--- src/rtl/rx_bit_sampler.sv ---
// UART RX bit timing: input synchroniser, edge/bit counters, and a 3-sample majority vote
// that produces sampled_bit for the deserializer.
module rx_bit_sampler #(
  parameter int unsigned SYNC_STAGES = 2,
  parameter int unsigned FRAME_BITS  = 11
) (
  input  logic       deserializer_clk,
  input  logic       deserializer_rst,
  input  logic       RX_IN,
  input  logic [4:0] Prescale,
  input  logic       cnt_en,
  input  logic       dat_samp_en,
  output logic [4:0] edge_cnt,
  output logic [3:0] bit_cnt,
  output logic       sampled_bit,
  output logic       sample_done,
  output logic       frame_done
);

  localparam logic [4:0] MinPrescale = 5'd8;
  localparam logic [3:0] LastBit     = 4'(FRAME_BITS - 1);

  logic [SYNC_STAGES-1:0] sync_q;
  logic                   rx_s;

  logic [4:0] prescale_q, prescale_d;
  logic       cnt_en_q;
  logic [4:0] edge_q, edge_d;
  logic [3:0] bit_q, bit_d;
  logic [2:0] vote_q, vote_d;
  logic [1:0] vote_cnt_q, vote_cnt_d;
  logic       sampled_q, sampled_d;

  logic [4:0] last_edge, mid;
  logic       edge_wrap, capture_p, majority;
  logic       at_first, at_mid, at_last, at_decide;

  assign rx_s      = sync_q[SYNC_STAGES-1];
  assign last_edge = prescale_q - 5'd1;
  assign mid       = {1'b0, prescale_q[4:1]};
  assign edge_wrap = (edge_q == last_edge);
  assign at_first  = (edge_q == mid - 5'd1);
  assign at_mid    = (edge_q == mid);
  assign at_last   = (edge_q == mid + 5'd1);
  assign at_decide = (edge_q == mid + 5'd2);
  assign majority  = (vote_q[0] & vote_q[1]) | (vote_q[0] & vote_q[2]) | (vote_q[1] & vote_q[2]);

  // Decoded from the registered counters so it lines up with bit_cnt/edge_cnt on the bus.
  assign frame_done = edge_wrap && (bit_q == LastBit);

  // P only changes at frame boundaries so a frame never sees two different bit lengths.
  assign capture_p = (cnt_en && !cnt_en_q) || frame_done;

  always_comb begin
    prescale_d = prescale_q;
    if (capture_p) begin
      prescale_d = (Prescale < MinPrescale) ? MinPrescale : Prescale;
    end
  end

  always_comb begin
    edge_d = edge_q + 5'd1;
    bit_d  = bit_q;
    if (!cnt_en) begin
      edge_d = '0;
      bit_d  = '0;
    end else if (edge_wrap) begin
      edge_d = '0;
      bit_d  = frame_done ? 4'd0 : bit_q + 4'd1;
    end
  end

  // vote_cnt tracks how many consecutive mid-bit samples were taken with sampling enabled;
  // any gap in dat_samp_en throws the partial vote away.
  always_comb begin
    vote_d      = vote_q;
    vote_cnt_d  = vote_cnt_q;
    sampled_d   = sampled_q;
    sample_done = 1'b0;
    if (!dat_samp_en) begin
      vote_cnt_d = '0;
    end else if (at_first) begin
      vote_d     = {vote_q[1:0], rx_s};
      vote_cnt_d = 2'd1;
    end else if (at_mid || at_last) begin
      vote_d     = {vote_q[1:0], rx_s};
      vote_cnt_d = (vote_cnt_q == 2'd0) ? 2'd0 : vote_cnt_q + 2'd1;
    end else if (at_decide) begin
      if (vote_cnt_q == 2'd3) begin
        sampled_d   = majority;
        sample_done = 1'b1;
      end
      vote_cnt_d = '0;
    end
  end

  always_ff @(posedge deserializer_clk or negedge deserializer_rst) begin
    if (!deserializer_rst) begin
      sync_q     <= '1;
      prescale_q <= MinPrescale;
      cnt_en_q   <= 1'b0;
      edge_q     <= '0;
      bit_q      <= '0;
      vote_q     <= 3'b111;
      vote_cnt_q <= '0;
      sampled_q  <= 1'b1;
    end else begin
      sync_q     <= {sync_q[SYNC_STAGES-2:0], RX_IN};
      prescale_q <= prescale_d;
      cnt_en_q   <= cnt_en;
      edge_q     <= edge_d;
      bit_q      <= bit_d;
      vote_q     <= vote_d;
      vote_cnt_q <= vote_cnt_d;
      sampled_q  <= sampled_d;
    end
  end

  assign edge_cnt    = edge_q;
  assign bit_cnt     = bit_q;
  assign sampled_bit = sampled_q;

endmodule

--- config.mk ---
export PLATFORM = sky130hd
export DESIGN_NAME = rx_bit_sampler
export DESIGN_NICKNAME = d
export VERILOG_FILES = /design/src/rtl/rx_bit_sampler.sv
export SDC_FILE = /design/constraint.sdc
export NUM_CORES = 1
export LEC_CHECK = 0
export CORE_ASPECT_RATIO = 0.9
export CORE_MARGIN = 4
export CORE_UTILIZATION = 40
export DETAILED_ROUTE_END_ITERATION = 12
export SLEW_MARGIN = 20
export SYNTH_ARGS = -nofsm -noshare
export SYNTH_HDL_FRONTEND = slang
export SYNTH_SLANG_ARGS = --single-unit
--- constraint.sdc ---
create_clock -name deserializer_clk -period 2.5 [get_ports deserializer_clk]
set_input_delay 0.5 -clock deserializer_clk [delete_from_list [all_inputs] [get_ports deserializer_clk]]
set_output_delay 0.5 -clock deserializer_clk [all_outputs]
set_load 0.01 [all_outputs]
==> run summary <==
Hold crit path type - reg2reg
Clock Latency Late Sink - 260 ps
Distinct cell type count after synthesis - 47
Post-DP HPWL - 2.64 mm
Minimum clock period - 2470 ps
Global-route wire length before repair - 5.82 mm
RD Place Congestion - 0.804
Initial antenna violation count - 0
Chain of cells forming the critical path - inv_4, ha_4, xnor3_1, nand3_2, a2111oi_4, and2_4, buf_6
Final Slew Violations - 0
Starting density of the core - 0.419
Synth cell count leaders - dfrtp_1, ha_1, nor2_1, xnor2_1, inv_1
VDD IR-drop max - 280 µV
Htree depth - 1
Setup crit end kind - output pin
Crit path DAT - 1970 ps
Synth-to-layout area growth - 33.8%
Yosys reg bits - 23
CTS tree - built
Post-synth EDFFs - 0
Worst Path Required - 2000 ps
Largest stage delay, worst path - 560 ps
Setup WS post-layout - 28.7 ps
Max_slew headroom - 0.648
Leakage - 0.968 nW
Synthesized net count - 163
Port bufs - 21
Sequential area share after synthesis - 0.371
Status - finished clean
Antenna Violating Nets Remaining - 0
Setup Crit Path Kind - reg2out
Place WS - -153 ps
Cell Rows - 21
Nets - 213
Critical Path Start Type - register
Overall die height - 67.5 µm
Clk buf depth - 2
DRC - 0
Total power - 1.17 mW
Core footprint - 3760 µm²
Crit-path max FO - 2
DR iter-0 viols - 42
Diodes inserted - 0
Vias in the first global route - 1,339
Dpl cell area - 2040 µm²
Maximum clock rate - 0.405 GHz
Pre-antenna DRT Iters - 4
Final wirelength - 3.28 mm
Yosys top cell area share - 0.254
Tightest Pin Transition - 524 ps
Post-synth top area cell - dfrtp_1
Die span in x - 74.1 µm
Die ar. - 5000 µm²
Mean Syn Cell Area - 11.1 µm²
Fin. Hold Viols - 0
WL per Instance - 13.8 µm
CP max stage cell - dfstp_2
Post-synth ARST share - 1.00
Tcrit/Tclk final - 0.989
Post-Synthesis Cell Area - 1570 µm²
I/O pin count - 22
Vias - 1,198
Finish-stage setup viols - 0
DR vias/cell - 5.05
Final setup TNS - 0 ps
GRT overflow - 0
Top cells by area, synth - dfrtp_1, dfstp_2, ha_1, xnor2_1, mux2i_1
All-Layer GR Usage - 0.152
Clock slew at reported path FFs - 80 ps
Max cap viols - 0
Pwr Density - 553 nW/µm²
Clk_skew - 0.811 ps
RSZ-0062 raised after global routing - yes
Post-Synthesis Cells - 142
Ys Warns - 0
Num Clock Sinks - 23
Most frequent cell after synthesis - dfrtp_1
Root buffer cell - clkbuf_8
Largest net degree at the start of global routing - 24
CTS Buf Count - 3
Dominant synthesized flop cell - dfrtp_1
Share of cells above drive strength 1 - 0.314
Fin area - 2110 µm²
cells in the final DEF (no fill, tap or decap), types with 2 or more instances in the layout:
cell / n
dfrtp_1: 16
a22oi_1: 2
nand3_1: 4
mux2_2: 4
xnor2_1: 10
xor2_1: 7
nor4_1: 2
inv_1: 5
mux2i_1: 7
buf_4: 28
inv_2: 2
o21ai_0: 3
nand3b_1: 3
clkdlybuf4s50_1: 19
buf_6: 3
nand2_1: 3
nor2b_1: 6
and3_1: 2
ha_1: 10
nor2_1: 10
clkbuf_8: 3
a211oi_1: 2
xnor3_1: 3
dfstp_2: 7
registers in the layout, indices dropped and copies added (netlist names):
| name | cells |
|---|---|
| edge_cnt | 5 |
| prescale_q | 5 |
| bit_cnt | 4 |
| vote_q | 3 |
| sync_q | 2 |
| vote_cnt_q | 2 |
| cnt_en_q | 1 |
| sampled_bit | 1 |
critical path: cells and delay by family (launching register included):
kind	cells	cell delay, ps
AOI/OAI and AO/OA	1	370
xor gates and xnor gates	1	210
adders and majority gates	1	150
buffers and inverters	2	130
DFF	1	560
and+or+nand+nor	2	280
routing by layer:
layer  vias up  track usage  routed length (µm)
li1        602            -                   -
met2        16        0.287                1740
met4         0       0.0498                  36
met1       576        0.172                1430
met3         4       0.0253                  70
met5         -            0                   0
metrics by stage:
step | hold WS, ps | utilization | instances
2_1_floorplan | 204 | - | 142
3_3_place_gp | 347 | 0.543 | 232
3_5_place_dp | 351 | 0.543 | 232
4_1_cts | 363 | 0.558 | 236
5_1_grt | 367 | 0.560 | 237
6_report | 360 | 0.560 | 237
kinds of logic after synthesis:
kind of cell	Yosys count	share of synthesized area
AO/OA/AOI/OAI	21	0.122
XOR/XNOR	20	0.138
adder cells (fa/ha/maj)	12	0.0938
buffers and inverters	13	0.0405
flip-flops	23	0.371
multiplexers	12	0.0827
AND/OR/NAND/NOR	41	0.153
area by class of cell:
class,count,area [µm²]
Fill cell,326,1650
Multi-Input combinational cell,106,951
Sequential cell,23,584
Timing Repair Buffer,50,434
Tap cell,46,57.6
Clock buffer,3,41.3
Inverter,8,32.5
Clock inverter,1,5.00
power breakdown:
part           total, mW  internal (mW)  switching, mW
clock              0.228          0.111          0.117
combinational      0.457          0.257          0.201
sequential         0.480          0.440         0.0397
total               1.17          0.808          0.357
repair_timing:
action,CTS,global route
hold buffers,0,0
gates resized for setup,13,2
gates cloned,0,0
endpoints found under the hold margin,0,0
endpoints found under the setup margin,2,2
pin swaps,4,4
setup buffers,0,1
path summary, 6_finish.rpt:
check,from,to,slack (ps),cells after the start
worst max-delay path,prescale_q[3],frame_done,30,7
worst min-delay path,sync_q[0],sync_q[1],360,0
worst max register to register,prescale_q[3],vote_cnt_q[1],180,7
worst min register to register,sync_q[0],sync_q[1],360,0
max in group asynchronous,deserializer_rst,prescale_q[3],1640,2
min in group asynchronous,deserializer_rst,vote_cnt_q[1],580,2
(Power assumes the default switching activity.)
